===== src/rtl/uart_boot_pkg.sv =====
// Shared types and constants for the UART boot loader.
package uart_boot_pkg;

  typedef enum logic [2:0] {
    ST_IDLE, ST_LEN0, ST_LEN1, ST_DATA, ST_WRITE, ST_CSUM, ST_DONE, ST_ERR
  } boot_state_e;

  typedef enum logic [1:0] {
    ERR_NONE, ERR_CSUM, ERR_LEN, ERR_LINK
  } boot_err_e;

  typedef enum logic [1:0] {
    RX_IDLE, RX_START, RX_DATA, RX_STOP
  } rx_state_e;

  localparam logic [7:0] SYNC_BYTE = 8'hA5;
  localparam logic [7:0] ACK       = 8'h06;
  localparam logic [7:0] NAK       = 8'h15;

  // Bit period in clock cycles, rounded to nearest.
  function automatic int calc_div(input int clk_hz, input int baud);
    return (clk_hz + baud / 2) / baud;
  endfunction

endpackage


===== src/rtl/uart_boot_loader_rx.sv =====
// 8N1 byte receiver: synchroniser, mid-bit sampling, byte_vld / frame_err pulses.
module uart_rx_byte
  import uart_boot_pkg::*;
#(
  parameter int DIV = 217
) (
  input  logic       clk,
  input  logic       rst_n,
  input  logic       rx_i,
  output logic [7:0] byte_o,
  output logic       byte_vld_o,
  output logic       frame_err_o
);

  localparam int CW   = $clog2(DIV);
  localparam int HALF = (DIV / 2 > 0) ? DIV / 2 : 1;

  rx_state_e     st_q, st_d;
  logic [CW-1:0] cnt_q, cnt_d;
  logic [2:0]    bit_q, bit_d;
  logic [7:0]    sh_q, sh_d;
  logic          sync1_q, sync2_q, prev_q;
  logic          vld_q, vld_d, ferr_q, ferr_d;

  always_ff @(posedge clk or negedge rst_n) begin
    if (!rst_n) begin
      sync1_q <= 1'b1;
      sync2_q <= 1'b1;
      prev_q  <= 1'b1;
      st_q    <= RX_IDLE;
      cnt_q   <= '0;
      bit_q   <= 3'd0;
      sh_q    <= 8'h00;
      vld_q   <= 1'b0;
      ferr_q  <= 1'b0;
    end else begin
      sync1_q <= rx_i;
      sync2_q <= sync1_q;
      prev_q  <= sync2_q;
      st_q    <= st_d;
      cnt_q   <= cnt_d;
      bit_q   <= bit_d;
      sh_q    <= sh_d;
      vld_q   <= vld_d;
      ferr_q  <= ferr_d;
    end
  end

  // A start is only taken on a falling edge, so a stuck-low line after a framing error is not re-read.
  always_comb begin
    st_d   = st_q;
    cnt_d  = cnt_q + CW'(1);
    bit_d  = bit_q;
    sh_d   = sh_q;
    vld_d  = 1'b0;
    ferr_d = 1'b0;
    case (st_q)
      RX_IDLE: begin
        cnt_d = '0;
        if (prev_q && !sync2_q) st_d = RX_START;
        else                    st_d = RX_IDLE;
      end
      RX_START: begin
        if (cnt_q == CW'(HALF - 1)) begin
          cnt_d = '0;
          bit_d = 3'd0;
          st_d  = sync2_q ? RX_IDLE : RX_DATA;
        end else begin
          st_d = RX_START;
        end
      end
      RX_DATA: begin
        if (cnt_q == CW'(DIV - 1)) begin
          cnt_d = '0;
          sh_d  = {sync2_q, sh_q[7:1]};
          bit_d = bit_q + 3'd1;
          st_d  = (bit_q == 3'd7) ? RX_STOP : RX_DATA;
        end else begin
          st_d = RX_DATA;
        end
      end
      RX_STOP: begin
        if (cnt_q == CW'(DIV - 1)) begin
          cnt_d  = '0;
          vld_d  = sync2_q;
          ferr_d = !sync2_q;
          st_d   = RX_IDLE;
        end else begin
          st_d = RX_STOP;
        end
      end
      default: st_d = RX_IDLE;
    endcase
  end

  assign byte_o      = sh_q;
  assign byte_vld_o  = vld_q;
  assign frame_err_o = ferr_q;

endmodule


===== src/rtl/uart_boot_loader.sv =====
// UART image loader: parses A5/LEN/data/CSUM frames and writes words to instruction memory.
// Optional status byte transmitter is enabled with the BOOT_LDR_ACK_EN macro.
module uart_boot_loader
  import uart_boot_pkg::*;
#(
  parameter int CLK_FREQ_HZ = 25_000_000,
  parameter int BAUD        = 115_200,
  parameter int DATA_W      = 32,
  parameter int ADDR_W      = 12,
  parameter int MAX_WORDS   = 4096,
  parameter int TIMEOUT_CYC = 16 * 10 * calc_div(CLK_FREQ_HZ, BAUD)
) (
  input  logic              sys_clk_i,
  input  logic              rst_n,
  input  logic              boot_sel_i,
  input  logic              uart_rx_i,
  output logic              uart_tx_o,
  output logic              mem_we_o,
  output logic [ADDR_W-1:0] mem_addr_o,
  output logic [DATA_W-1:0] mem_wdata_o,
  input  logic              mem_ready_i,
  output logic              cpu_rst_n_o,
  output logic              boot_done_o,
  output logic [1:0]        boot_err_o
);

  localparam int DIV = calc_div(CLK_FREQ_HZ, BAUD);
  localparam int BPW = DATA_W / 8;
  localparam int BCW = $clog2(BPW) + 1;
  localparam int TW  = $clog2(TIMEOUT_CYC + 1);

  logic [7:0] rx_byte_s;
  logic       rx_vld_s, rx_ferr_s;

  uart_rx_byte #(.DIV(DIV)) u_rx (
    .clk         (sys_clk_i),
    .rst_n       (rst_n),
    .rx_i        (uart_rx_i),
    .byte_o      (rx_byte_s),
    .byte_vld_o  (rx_vld_s),
    .frame_err_o (rx_ferr_s)
  );

  boot_state_e       state_q, state_d;
  boot_err_e         err_q, err_d;
  logic [15:0]       len_q, len_d, wcnt_q, wcnt_d, len_full_s;
  logic [ADDR_W-1:0] addr_q, addr_d;
  logic [7:0]        csum_q, csum_d, buf_q, buf_d, in_byte_s, csum_next_s;
  logic              buf_vld_q, buf_vld_d;
  logic [DATA_W-1:0] asm_q, asm_d;
  logic [BCW-1:0]    bcnt_q, bcnt_d;
  logic [TW-1:0]     tmo_q, tmo_d;
  logic              mem_we_q, done_q, cpu_rst_q, cpu_rst_d;
  logic              take_s, active_s, tmo_hit_s, link_err_s, tx_start_s;
  logic [7:0]        tx_byte_s;

  always_ff @(posedge sys_clk_i or negedge rst_n) begin
    if (!rst_n) begin
      state_q   <= ST_IDLE;
      err_q     <= ERR_NONE;
      len_q     <= 16'd0;
      wcnt_q    <= 16'd0;
      addr_q    <= '0;
      csum_q    <= 8'h00;
      buf_q     <= 8'h00;
      buf_vld_q <= 1'b0;
      asm_q     <= '0;
      bcnt_q    <= '0;
      tmo_q     <= '0;
      mem_we_q  <= 1'b0;
      done_q    <= 1'b0;
      cpu_rst_q <= 1'b0;
    end else begin
      state_q   <= state_d;
      err_q     <= err_d;
      len_q     <= len_d;
      wcnt_q    <= wcnt_d;
      addr_q    <= addr_d;
      csum_q    <= csum_d;
      buf_q     <= buf_d;
      buf_vld_q <= buf_vld_d;
      asm_q     <= asm_d;
      bcnt_q    <= bcnt_d;
      tmo_q     <= tmo_d;
      mem_we_q  <= (state_d == ST_WRITE);
      done_q    <= (state_d == ST_DONE);
      cpu_rst_q <= cpu_rst_d;
    end
  end

  // The skid byte always has priority over a fresh receiver byte outside WRITE.
  always_comb begin
    state_d     = state_q;
    err_d       = err_q;
    len_d       = len_q;
    wcnt_d      = wcnt_q;
    addr_d      = addr_q;
    csum_d      = csum_q;
    asm_d       = asm_q;
    bcnt_d      = bcnt_q;
    buf_d       = buf_q;
    buf_vld_d   = buf_vld_q;
    tx_start_s  = 1'b0;
    tx_byte_s   = ACK;
    take_s      = (state_q != ST_WRITE) && (buf_vld_q || rx_vld_s);
    in_byte_s   = buf_vld_q ? buf_q : rx_byte_s;
    csum_next_s = csum_q + in_byte_s;
    len_full_s  = {in_byte_s, len_q[7:0]};
    active_s    = (state_q == ST_LEN0) || (state_q == ST_LEN1) ||
                  (state_q == ST_DATA) || (state_q == ST_CSUM);
    tmo_hit_s   = active_s && !rx_vld_s && (tmo_q == TW'(TIMEOUT_CYC - 1));
    tmo_d       = (rx_vld_s || !active_s) ? '0 : tmo_q + TW'(1);
    link_err_s  = (active_s || state_q == ST_WRITE) &&
                  (rx_ferr_s || tmo_hit_s || (state_q == ST_WRITE && rx_vld_s && buf_vld_q));

    if (state_q == ST_WRITE) begin
      if (rx_vld_s && !buf_vld_q) begin
        buf_d     = rx_byte_s;
        buf_vld_d = 1'b1;
      end else begin
        buf_vld_d = buf_vld_q;
      end
    end else if (buf_vld_q) begin
      buf_d     = rx_byte_s;
      buf_vld_d = rx_vld_s;
    end else begin
      buf_vld_d = 1'b0;
    end

    if (link_err_s) begin
      state_d    = ST_ERR;
      err_d      = ERR_LINK;
      buf_vld_d  = 1'b0;
      tx_start_s = 1'b1;
      tx_byte_s  = NAK;
    end else begin
      case (state_q)
        ST_IDLE, ST_ERR: begin
          if (state_q == ST_IDLE && !boot_sel_i) begin
            state_d = ST_DONE;
          end else if (take_s && in_byte_s == SYNC_BYTE) begin
            state_d = ST_LEN0;
            err_d   = ERR_NONE;
            wcnt_d  = 16'd0;
            addr_d  = '0;
            csum_d  = 8'h00;
            bcnt_d  = '0;
          end else begin
            state_d = state_q;
          end
        end
        ST_LEN0: begin
          if (take_s) begin
            len_d   = {8'h00, in_byte_s};
            csum_d  = csum_next_s;
            state_d = ST_LEN1;
          end else begin
            state_d = ST_LEN0;
          end
        end
        ST_LEN1: begin
          if (take_s) begin
            len_d  = len_full_s;
            csum_d = csum_next_s;
            if ({1'b0, len_full_s} > 17'(MAX_WORDS)) begin
              state_d    = ST_ERR;
              err_d      = ERR_LEN;
              tx_start_s = 1'b1;
              tx_byte_s  = NAK;
            end else if (len_full_s == 16'd0) begin
              state_d = ST_CSUM;
            end else begin
              state_d = ST_DATA;
            end
          end else begin
            state_d = ST_LEN1;
          end
        end
        ST_DATA: begin
          if (take_s) begin
            asm_d  = {in_byte_s, asm_q[DATA_W-1:8]};
            csum_d = csum_next_s;
            if (bcnt_q == BCW'(BPW - 1)) begin
              bcnt_d  = '0;
              state_d = ST_WRITE;
            end else begin
              bcnt_d  = bcnt_q + BCW'(1);
              state_d = ST_DATA;
            end
          end else begin
            state_d = ST_DATA;
          end
        end
        ST_WRITE: begin
          if (mem_ready_i) begin
            addr_d  = addr_q + ADDR_W'(1);
            wcnt_d  = wcnt_q + 16'd1;
            state_d = (wcnt_q + 16'd1 == len_q) ? ST_CSUM : ST_DATA;
          end else begin
            state_d = ST_WRITE;
          end
        end
        ST_CSUM: begin
          if (take_s) begin
            tx_start_s = 1'b1;
            if (csum_next_s == 8'h00) begin
              state_d   = ST_DONE;
              tx_byte_s = ACK;
            end else begin
              state_d   = ST_ERR;
              err_d     = ERR_CSUM;
              tx_byte_s = NAK;
            end
          end else begin
            state_d = ST_CSUM;
          end
        end
        ST_DONE: state_d = ST_DONE;
        default: state_d = ST_IDLE;
      endcase
    end
  end

`ifdef BOOT_LDR_ACK_EN
  localparam int CW = $clog2(DIV);
  logic [9:0]    tx_sh_q, tx_sh_d;
  logic [3:0]    tx_bits_q, tx_bits_d;
  logic [CW-1:0] tx_cnt_q, tx_cnt_d;
  logic          tx_line_q, tx_line_d;

  always_ff @(posedge sys_clk_i or negedge rst_n) begin
    if (!rst_n) begin
      tx_sh_q   <= 10'h3FF;
      tx_bits_q <= 4'd0;
      tx_cnt_q  <= '0;
      tx_line_q <= 1'b1;
    end else begin
      tx_sh_q   <= tx_sh_d;
      tx_bits_q <= tx_bits_d;
      tx_cnt_q  <= tx_cnt_d;
      tx_line_q <= tx_line_d;
    end
  end

  // CPU reset release waits for the status byte's stop bit to finish.
  always_comb begin
    tx_sh_d   = tx_sh_q;
    tx_bits_d = tx_bits_q;
    tx_cnt_d  = tx_cnt_q;
    if (tx_start_s) begin
      tx_sh_d   = {1'b1, tx_byte_s, 1'b0};
      tx_bits_d = 4'd10;
      tx_cnt_d  = '0;
    end else if (tx_bits_q != 4'd0) begin
      if (tx_cnt_q == CW'(DIV - 1)) begin
        tx_cnt_d  = '0;
        tx_sh_d   = {1'b1, tx_sh_q[9:1]};
        tx_bits_d = tx_bits_q - 4'd1;
      end else begin
        tx_cnt_d = tx_cnt_q + CW'(1);
      end
    end else begin
      tx_cnt_d = '0;
    end
    tx_line_d = (tx_bits_d != 4'd0) ? tx_sh_d[0] : 1'b1;
    cpu_rst_d = (state_d == ST_DONE) && (tx_bits_d == 4'd0);
  end

  assign uart_tx_o = tx_line_q;
`else
  logic unused_tx_s;
  assign unused_tx_s = ^{tx_start_s, tx_byte_s};
  assign cpu_rst_d   = (state_d == ST_DONE);
  assign uart_tx_o   = 1'b1;
`endif

  assign mem_we_o    = mem_we_q;
  assign mem_addr_o  = addr_q;
  assign mem_wdata_o = asm_q;
  assign cpu_rst_n_o = cpu_rst_q;
  assign boot_done_o = done_q;
  assign boot_err_o  = err_q;

endmodule

===== config.mk =====
export PLATFORM = sky130hd
export DESIGN_NAME = uart_boot_loader
export DESIGN_NICKNAME = d
export VERILOG_FILES = /design/src/rtl/uart_boot_pkg.sv /design/src/rtl/uart_boot_loader_rx.sv /design/src/rtl/uart_boot_loader.sv
export SDC_FILE = /design/constraint.sdc
export NUM_CORES = 1
export LEC_CHECK = 0
export CAP_MARGIN = 20
export CORE_AREA = 2 2 103 204
export DETAILED_ROUTE_END_ITERATION = 6
export DIE_AREA = 0 0 105 206
export DONT_BUFFER_PORTS = 1
export GPL_TIMING_DRIVEN = 0
export HOLD_SLACK_MARGIN = 0.05
export MAX_ROUTING_LAYER = met4
export SKIP_CTS_REPAIR_TIMING = 1
export SLEW_MARGIN = 20
export SYNTH_ARGS = -nofsm -noshare
export SYNTH_HDL_FRONTEND = slang
export SYNTH_SLANG_ARGS = --single-unit

===== constraint.sdc =====
create_clock -name sys_clk_i -period 5.16 [get_ports sys_clk_i]
set_clock_uncertainty 0.1 [all_clocks]
set_input_delay 0.258 -clock sys_clk_i [delete_from_list [all_inputs] [get_ports sys_clk_i]]
set_output_delay 0.258 -clock sys_clk_i [all_outputs]
set_load 0.005 [all_outputs]

==> metrics.cfg, run 1 <==
[die]
die_h_um=206
pin_count=55
die_w_um=105
coreArea_um2=20200
rows=74
start_util=0.390
die_area_um2=21600

[clock_tree]
numCtsBuffers=17
cts_buffer_depth=2
cts_tree=done
cts-root-buf=clkbuf_16
clk_latency_ns=0.44
h-tree-depth=4
cts.sinks=145
clk_pin_slew_ns=0.07

[global_route]
grt_pass1_wl_um=31000
grt_max_degree=146
grt_usage=0.188
antenna_found_initial=0
grt_remaining_overflow=0
first_global_vias=5834

[finish]
layout.cells.non_filler=1087
fillCellCount=1990
area_delta_synth_final_pct=12.2
mostFrequentLayoutCell=dfrtp_1
antennaDiodeCount=0
fin_area_um2=8830
nNetsFinal=833
seq_area_um2=3630
mostFrequentLayoutCells=142 x dfrtp_1, 86 x nor2_1, 57 x nand2_1, 50 x mux2_2, 47 x o21ai_0
drive_above_1_share=0.163
multi_input_area_um2=3920

[logic_synthesis]
synth-warning-count=0
synth_edf_count=0
ys_ff_latch=145
synth_top_flop_cell=dfrtp_1
syn_inst=785
netlist_area_um2=7870
post_synth_num_cell_types=69
async_flop_share=1.00
synth.avg_cell_area_um2=10.0
synth_fp_nets=810
yosysSeqAreaShare=0.462

[critical_path]
worst_setup_path_end_kind=flip-flop
crit_chain=buf_2 > buf_2 > mux2i_1 > inv_1 > ha_1 > and3_1 > a221o_1 > o41ai_2 > xnor2_1 > or4_1 > o21ai_1 > a221o_1
crit_type=reg2reg
worst-path-max-fanout=10
max_stage_delay_ns=0.71
crit_slowest_cell=mux2i_1
cp.required_ns=5.44
crit_arrival_ns=4.45
worst_setup_path_start_kind=flip-flop

[outcome]
status=finished, final reports clean

[power]
power.density_nw_per_um2=269
p_clk_frac=0.504
p_comb_frac=0.015
ir_drop_mv=0.168
switching_share=0.229
p_int_mw=1.83
p_leak_nw=3.99
power_mw=2.37
power_frac_seq=0.481
power.switching_uw=544

[sta]
rsz0062_at_grt=no
hold_viol=0
slew_headroom=0.399
setup_viol=0
fin_tns_setup_ns=0
fin_crit_sh=0.809
min_period_ns=4.17
max_freq_mhz=240
worstMarginPinSlew_ns=0.901
drv_slew=0

[placement]
dpl.hpwl_um=13400
place_congestion=0.889
portBuffers=0
place_area_um2=8200
dp_cells=1051

[detailed_routing]
viasPerCell=5.53
drc=0
vias=6016
ant_nets=0
dr.pass1.iters=4
wl_um=19000
dr.first_iter.drc_count=346
wire_per_inst_um=17.5

[job]
max-cap-violations=0

[min_path]
hp-class=in2reg

-- critical path, delay by kind of cell, from the launching register on --
kind                       cells  cell delay [ns]
adders and majority gates      1             0.39
xor gates and xnor gates       1             0.16
AOI/OAI and AO/OA              4             0.91
and+or+nand+nor                2             0.75
DFF                            1             0.34
muxes                          1             0.71
buffers and inverters          3             0.75
-- power by group through the flow --
| stage | Sequential (mW) | Combinational [mW] | Clock (mW) |
|---|---|---|---|
| 6_report | 1.14 | 0.0361 | 1.20 |
| 5_1_grt | 1.14 | 0.0432 | 1.28 |
| 4_1_cts | 1.14 | 0.00971 | 1.23 |
| 3_5_place_dp | 1.16 | 0.00964 | 0 |
| 3_3_place_gp | 1.16 | 0.00921 | 0 |
| 2_1_floorplan | 1.16 | 0.00767 | 0 |
-- cell families after synthesis --
| family | after synthesis | share of synthesized area |
|---|---|---|
| mux | 62 | 0.0868 |
| flops | 145 | 0.462 |
| other cells | 1 | 0.000477 |
| xor+xnor | 42 | 0.0487 |
| fa+ha+maj | 20 | 0.0328 |
| buf+inv | 64 | 0.0404 |
| compound gates | 187 | 0.160 |
| simple gates | 264 | 0.169 |
-- cells in the mapped netlist (3+ instances only) --
| library cell | number | area share |
|---|---|---|
| xnor2_1 | 20 | 0.022 |
| nor3b_1 | 4 | 0.0038 |
| o21ai_0 | 47 | 0.030 |
| o21ai_1 | 4 | 0.0025 |
| and3_1 | 13 | 0.010 |
| a21oi_1 | 33 | 0.021 |
| dfstp_2 | 3 | 0.010 |
| nand4_1 | 13 | 0.010 |
| nor3_1 | 11 | 0.0070 |
| mux2i_1 | 12 | 0.015 |
| dfrtp_1 | 142 | 0.45 |
| nand3_1 | 21 | 0.013 |
| o41ai_1 | 8 | 0.0089 |
| and2_1 | 3 | 0.0024 |
| nor2b_1 | 3 | 0.0024 |
| nand2b_1 | 14 | 0.011 |
| a211oi_1 | 3 | 0.0029 |
| a31oi_1 | 7 | 0.0056 |
| nor2_1 | 86 | 0.041 |
| ha_1 | 19 | 0.030 |
| mux2_2 | 50 | 0.072 |
| o2111ai_1 | 4 | 0.0045 |
| xor2_1 | 21 | 0.023 |
| o21ai_2 | 7 | 0.0078 |
| a21o_1 | 6 | 0.0057 |
| inv_1 | 21 | 0.010 |
| or2_2 | 4 | 0.0032 |
| or4_1 | 5 | 0.0048 |
| nand3b_1 | 3 | 0.0029 |
| a22o_1 | 5 | 0.0056 |
| nor4_1 | 5 | 0.0040 |
| o31ai_1 | 40 | 0.038 |
| or3_1 | 9 | 0.0072 |
| buf_2 | 17 | 0.011 |
| nand2_1 | 57 | 0.027 |
| clkbuf_1 | 17 | 0.0081 |
| buf_6 | 5 | 0.0072 |
| o211ai_1 | 3 | 0.0029 |
-- through the flow --
step	hold slack (ns)	worst slack [ns]	util
2_1_floorplan	-0.138	1.81	-
3_3_place_gp	-0.135	1.03	0.406
3_5_place_dp	-0.134	0.958	0.406
4_1_cts	-0.615	0.953	0.435
5_1_grt	0.239	0.784	0.437
6_report	0.220	0.986	0.437
-- worst paths after layout --
path,startpoint,to,slack (ns),depth (start not counted)
max reg2reg,buf_vld_q,boot_err_o[1],0.99,12
min reg2reg,u_rx.sync1_q,u_rx.sync2_q,0.27,0
min in group asynchronous,rst_n,mem_wdata_o[5],0.26,2
min,mem_ready_i,state_q[2],0.22,5
max,buf_vld_q,boot_err_o[1],0.99,12
max in group asynchronous,rst_n,mem_addr_o[1],3.91,2
-- metal layers --
metal	up-vias	routed length, um	part of all wire	track usage
met2	135	9320	0.49	0.297
met1	2977	8500	0.45	0.235
met3	28	841	0.044	0.0473
met4	0	352	0.019	0.0652
met5	-	0	0	-
li1	2876	-	-	-
-- area by class of cell --
cell class,count,area share
inverter,21,0.00893
clock buffer,19,0.0502
sequential,145,0.411
tap,266,0.0377
buffer,43,0.0271
clock inverter,13,0.0145
multi-input combinational,576,0.444
timing repair buffer,4,0.00652
-- registers in the layout (all words and copies together) (netlist names), 12 cells and up --
signal and flops:
mem_wdata_o 32, len_q 16, tmo_q 16, wcnt_q 16
mem_addr_o 12
Note: power is estimated with default switching activity, not from simulation.
==> run 2, diff against run 1 <==
Settings changed: ABC_AREA set to 1.
Clock period 5.16 ns to 3.4 ns, I/O delays scaled along.
==> run 2 against run 1 <==
Net effect:
- the flow now finishes with violations (negative hold slack)
- total power rose by 53%
- synthesized cell count increased by 31%
- largest power group unchanged
- final cell count up 22%
- largest cell class is now sequential cells
- critical endpoint is now mem_we_o
- worst hold slack got worse by 0.88 ns
==> metrics.cfg, run 2 <==
[global_route]
antenna_found_initial=0  ; unchanged
grt_usage=0.185  ; -0.00309
grt_max_degree=146  ; unchanged
grt_remaining_overflow=0  ; unchanged
first_global_vias=6629  ; +14%
grt_pass1_wl_um=31300  ; +1.2%

[logic_synthesis]
yosysSeqAreaShare=0.462  ; about the same
synth_edf_count=0  ; unchanged
synth.avg_cell_area_um2=7.64  ; -24%
post_synth_num_cell_types=45  ; -35%
synth_commonest_cells=287 x nand2_1, 147 x inv_1, 142 x dfrtp_1
synth_fp_nets=1054  ; +30%
yosysTopAreaCellShare=0.452  ; about the same
synth_fa_ha_area_frac=0.0328  ; about the same
synth-warning-count=0  ; unchanged
synth_top_cell_by_area=dfrtp_1
synth_top_family_by_area=simple AND/OR/NAND/NOR gates
netlist_area_um2=7870  ; about the same
synth_mux_area_frac=0  ; -0.0868
syn_inst=1029  ; +31%
synth_top_flop_cell=dfrtp_1
synth-simple-area-share=0.287  ; +0.118
async_flop_share=1.00  ; unchanged
synth_compound_area_frac=0.115  ; -0.0448
yosys.cell_count.top_type=nand2_1
synth-xor-area-share=0.0145  ; -0.0342
synth_top_cells_by_area=dfrtp_1 45%, nand2_1 14%, inv_1 7.0%
ys_ff_latch=145  ; unchanged

[finish]
fillCellCount=2055  ; +3.3%
drive_above_1_share=0.0687  ; -0.0945
area_delta_synth_final_pct=12.3  ; about the same
fin_area_um2=8830  ; about the same
utilization=0.438  ; about the same
multi_input_area_um2=3560  ; -9.2%
largest_reg_flops=32  ; unchanged
antennaDiodeCount=0  ; unchanged
seq_area_um2=3630  ; unchanged
mostFrequentLayoutCells=287 x nand2_1, 147 x inv_1, 142 x dfrtp_1, 85 x nor2_1, 84 x o21ai_0
nNetsFinal=1075  ; +29%
mostFrequentLayoutCell=nand2_1

[sta]
slew_headroom=0.500  ; +0.101
max_freq_mhz=321  ; +34%
min_period_ns=3.11  ; -1.06 ns
drv_slew=0  ; unchanged
worstMarginPinSlew_ns=0.744  ; -0.157 ns
setup_viol=0  ; unchanged
hold_viol=145  ; +145
whs_ns=-0.658  ; -0.877 ns
fin_crit_sh=0.916  ; +0.107
setup_slack_ns=0.285  ; -0.700 ns

[die]
rows=74  ; unchanged
pin_count=55  ; unchanged
start_util=0.390  ; about the same
die_area_um2=21600  ; unchanged
die_h_um=206  ; unchanged
die_w_um=105  ; unchanged
coreArea_um2=20200  ; unchanged

[critical_path]
worst-path-max-fanout=7  ; -3
r2r_slack_ns=0.29  ; -0.70 ns
startpoint=buf_vld_q
crit_slowest_cell=dfrtp_1
cp.required_ns=3.65  ; -1.79 ns
reg2reg_depth=18  ; +6
worst_setup_path_end_kind=flip-flop
reg2reg_from=buf_vld_q
worst_setup_path_start_kind=flip-flop
worst-path-buf-inv=3  ; unchanged
crit_chain=inv_2 > or2_0 > o21ai_2 > inv_1 > ha_1 > nand2_1 > inv_1 > nand3_1 > nand3_1 > nand2_1 > nand2_1 > nor2_1 > nand4_1 > nand2_1 > nand2_1 > nor2_1 > nand4_1 > nor2_1
cp_common_cell=nand2_1
crit_family=simple AND/OR/NAND/NOR gates
r2r-end=mem_we_o
crit_type=reg2reg
crit_cells=18  ; +6
max_stage_delay_ns=0.51  ; -0.20 ns
crit_arrival_ns=3.37  ; -1.08 ns

[detailed_routing]
wire_per_inst_um=14.0  ; -20%
drc=0  ; unchanged
viasPerCell=5.06  ; -8.5%
ant_nets=0  ; unchanged
wl_um=18600  ; -2.2%
vias=6728  ; +12%
dr.pass1.iters=5  ; +1
dr.first_iter.drc_count=379  ; +9.5%

[clock_tree]
clk_latency_ns=0.43  ; about the same
numCtsBuffers=17  ; unchanged
h-tree-depth=4  ; unchanged
cts-root-buf=clkbuf_16
clk_pin_slew_ns=0.06  ; about the same
cts_tree=done
cts_buffer_depth=2  ; unchanged
cts.sinks=145  ; unchanged

[power]
p_int_mw=2.91  ; +59%
power.density_nw_per_um2=412  ; +53%
p_comb_frac=0.006  ; -0.009
power_mw=3.64  ; +53%
switching_share=0.202  ; -0.0271
p_clk_frac=0.516  ; +0.012
ir_drop_mv=0.259  ; +54%
power_frac_seq=0.478  ; -0.003
power.switching_uw=735  ; +35%
p_leak_nw=4.38  ; +9.9%

[job]
max-cap-violations=0  ; unchanged

[placement]
place_congestion=0.902  ; +1.4%
place_area_um2=8200  ; about the same
pre_cts_ws_ns=-0.00181  ; -0.960 ns
dpl.hpwl_um=13300  ; -0.69%
portBuffers=0  ; unchanged

[outcome]
status=complete, but fails checks
violations=negative hold slack

[min_path]
hp-class=in2async

[run 2: cell count changes after synthesis, moves of 16 or more]
cell	delta
inv_1	+126
mux2_2	-50
nand2_1	+230
nand3_1	+62
nand4_1	+16
o21ai_0	+41
o31ai_1	-32
xnor2_1	-17
[run 2: worst max path at each step]
stage / slack (ns) / endpoint
final: 0.29 / mem_we_o
after global routing: -0.005 / mem_we_o
after CTS: -0.04 / mem_we_o
after detailed placement: -0.002 / mem_we_o
after global placement: -0.002 / mem_we_o
after floorplan: 0.80 / mem_we_o
[run 2: final cells by class]
class / count / share of cell area
Multi-Input combinational cell: 712 / 0.403
Buffer: 23 / 0.0153
Timing Repair Buffer: 2 / 0.00227
Inverter: 149 / 0.0633
Clock inverter: 8 / 0.0118
Clock buffer: 24 / 0.0557
Tap cell: 266 / 0.0377
Sequential cell: 145 / 0.411
[run 2: cells by family after synthesis]
| group | count (synthesis) |
|---|---|
| AND/OR/NAND/NOR | 524 |
| XOR/XNOR | 13 |
| buffers and inverters | 172 |
| other | 1 |
| AO/OA/AOI/OAI | 154 |
| flip-flops | 145 |
| adder cells (fa/ha/maj) | 20 |
[run 2: through the flow]
| stage | instances | setup TNS [ns] |
|---|---|---|
| after floorplan | 1029 | 0 |
| after global placement | 1295 | -0.00186 |
| after detailed placement | 1295 | -0.00181 |
| after CTS | 1327 | -0.0363 |
| after global routing | 1329 | -0.00472 |
| final | 1329 | 0 |
[run 2: power groups by stage]
stage / registers, mW / logic, mW / clock network [mW]
final: 1.74 / 0.0230 / 1.88
after global routing: 1.74 / 0.0271 / 1.99
after CTS: 1.74 / 0.0213 / 1.92
after detailed placement: 1.77 / 0.0210 / 0
after global placement: 1.77 / 0.0200 / 0
after floorplan: 1.77 / 0.0173 / 0
[run 2: metal layers]
layer / vias up / part of all wire / GRT usage
met5: - / 0 / -
met4: 0 / 0.013 / 0.0548
met3: 20 / 0.055 / 0.0473
met2: 152 / 0.48 / 0.303
met1: 3181 / 0.45 / 0.225
li1: 3375 / - / -
==> run 3, diff against run 2 <==
Settings changed: PLACE_DENSITY set to 0.65, RECOVER_POWER set to 100.
==> run 3 against run 2 <==
Net effect:
- the flow still finishes with violations (negative hold slack)
- sequential cell count stayed put
- maximum frequency is 0.40% higher
- total power is 1.4% higher
- critical path depth is 4 lower
- clock-buffer cell count is 6 lower
- worst hold slack better by 0.0022 ns
- global-route usage is 0.25 points lower
- wire length is 2.0% lower
- core utilization is 0.50 points lower
- final cell count stayed put
- largest cell class unchanged
==> metrics.cfg, run 3 (synthesized netlist as in run 2, its figures left out) <==
[finish]
mostFrequentLayoutCell=nand2_1
nNetsFinal=1075  ; unchanged
antennaDiodeCount=0  ; unchanged
drive_above_1_share=0.0536  ; -0.0151
fillCellCount=2060  ; +0.24%
mostFrequentLayoutCells=289 x nand2_1, 147 x inv_1, 142 x dfrtp_1, 95 x o21ai_0, 87 x nor2_1
layout.cells.non_filler=1329  ; unchanged
largest_reg_flops=32  ; unchanged
area_delta_synth_final_pct=11.0

[clock_tree]
cts-root-buf=clkbuf_16
h-tree-depth=4  ; unchanged
cts_buffer_depth=2  ; unchanged
clk_latency_ns=0.43  ; about the same
clk_pin_slew_ns=0.07  ; about the same
cts.sinks=145  ; unchanged
cts_tree=done
numCtsBuffers=17  ; unchanged

[sta]
setup_viol=0  ; unchanged
setup_slack_ns=0.298  ; +0.0125 ns
hold_viol=145  ; unchanged
whs_ns=-0.655  ; +0.00224 ns
min_period_ns=3.10  ; -0.0125 ns
drv_slew=0  ; unchanged
slew_headroom=0.397  ; -0.103
worstMarginPinSlew_ns=0.897  ; +0.153 ns
fin_crit_sh=0.912  ; -0.00369
max_freq_mhz=322  ; +0.40%
fin_tns_setup_ns=0  ; unchanged
rsz0062_at_grt=no

[detailed_routing]
wire_per_inst_um=13.7  ; -2.0%
ant_nets=0  ; unchanged
viasPerCell=5.05  ; -0.15%
wl_um=18200  ; -2.0%
dr.first_iter.drc_count=442  ; +17%
vias=6718  ; -0.15%
drc=0  ; unchanged
dr.pass1.iters=5  ; unchanged

[global_route]
grt_remaining_overflow=0  ; unchanged
first_global_vias=6541  ; -1.3%
grt_max_degree=146  ; unchanged
grt_pass1_wl_um=31100  ; -0.68%
grt_usage=0.182  ; -0.00248
antenna_found_initial=0  ; unchanged

[critical_path]
worst-path-max-fanout=6  ; -1
crit_arrival_ns=3.36  ; about the same
crit_path_end=mem_we_o
r2r_slack_ns=0.30  ; about the same
worst_setup_path_start_kind=flip-flop
reg2reg_depth=14  ; -4
reg2reg_from=buf_vld_q
worst_setup_path_end_kind=flip-flop
crit_type=reg2reg
cp.required_ns=3.66  ; about the same
startpoint=buf_vld_q
r2r-end=mem_we_o

[die]
start_util=0.390  ; unchanged
rows=74  ; unchanged
coreArea_um2=20200  ; unchanged
die_area_um2=21600  ; unchanged
die_h_um=206  ; unchanged
die_w_um=105  ; unchanged
pin_count=55  ; unchanged

[min_path]
hp-class=in2async

[placement]
dpl.hpwl_um=13100  ; -1.5%
dp_cells=1295  ; unchanged
pre_cts_ws_ns=0.0301  ; +0.0319 ns
place_congestion=0.866  ; -4.0%
portBuffers=0  ; unchanged

[power]
power.density_nw_per_um2=423  ; +2.6%
p_leak_nw=4.36  ; -0.63%
ir_drop_mv=0.246  ; -5.2%

[outcome]
status=complete, but fails checks
violations=negative hold slack

[job]
max-cap-violations=0  ; unchanged

## run 3: cell types whose count changed in the layout (fill, tap and decap cells not counted), sizes merged
cell	previous run	this run
clkbuf	36	38
clkinvlp	1	3
clkinv	4	2
inv	150	156
buf	11	3
## run 3: layer usage
layer | global-route usage | vias to the layer above | wire (um)
li1 | - | 3379 | -
met1 | 0.225 | 3175 | 8310
met2 | 0.294 | 145 | 8770
met3 | 0.0382 | 19 | 865
met4 | 0.0695 | 0 | 269
met5 | - | - | 0
## run 3: worst min path at each step
stage                           endpoint  slack [ns]  cells past startpoint
final                           tmo_q[4]       -0.66                      0
after CTS                       tmo_q[0]       -0.69                      0
after global routing            tmo_q[0]       -0.68                      0
after global placement    mem_wdata_o[7]       -0.22                      0
after detailed placement  mem_wdata_o[7]       -0.22                      0
after floorplan                bcnt_q[0]       -0.23                      0
## run 3: where the power goes
part           internal [mW]  total (mW)  switching (mW)
logic                 0.0105      0.0234          0.0129
registers               1.73        1.74         0.00487
clock network           1.13        1.93           0.801
total                   2.87        3.69           0.819
## run 3: critical path: stages (launching register included)
cell and delay (ns):
dfrtp_1 0.46, o21ai_0 0.59, ha_1 0.33, fa_1 0.42, inv_1 0.09, nand2_1 0.05, nor2_1 0.10, nand3_1 0.08
nor2_1 0.13, nand4_1 0.10, nand2_1 0.09, nand2_1 0.05, nor2_1 0.19, nand4_1 0.11, nor2_1 0.12
## run 3: final cells by class
| cell class | count | area (um2) | share of cell area |
|---|---|---|---|
| plain buffers | 23 | 108 | 0.0123 |
| clock buffers | 18 | 439 | 0.0503 |
| clock inverters | 14 | 171 | 0.0196 |
| inverters | 149 | 559 | 0.0640 |
| multi-input cells | 712 | 3470 | 0.397 |
| flip-flops and latches | 145 | 3630 | 0.416 |
| well taps | 266 | 333 | 0.0381 |
| repair buffers | 2 | 20.0 | 0.00229 |
## run 3: metrics by stage
stage	area [um2]	power, mW	utilization
6_report	8730	3.69	0.433
5_1_grt	8730	3.81	0.433
4_1_cts	8810	3.74	0.436
3_5_place_dp	8200	1.79	0.406
3_3_place_gp	8200	1.79	0.406
2_1_floorplan	7870	1.79	-
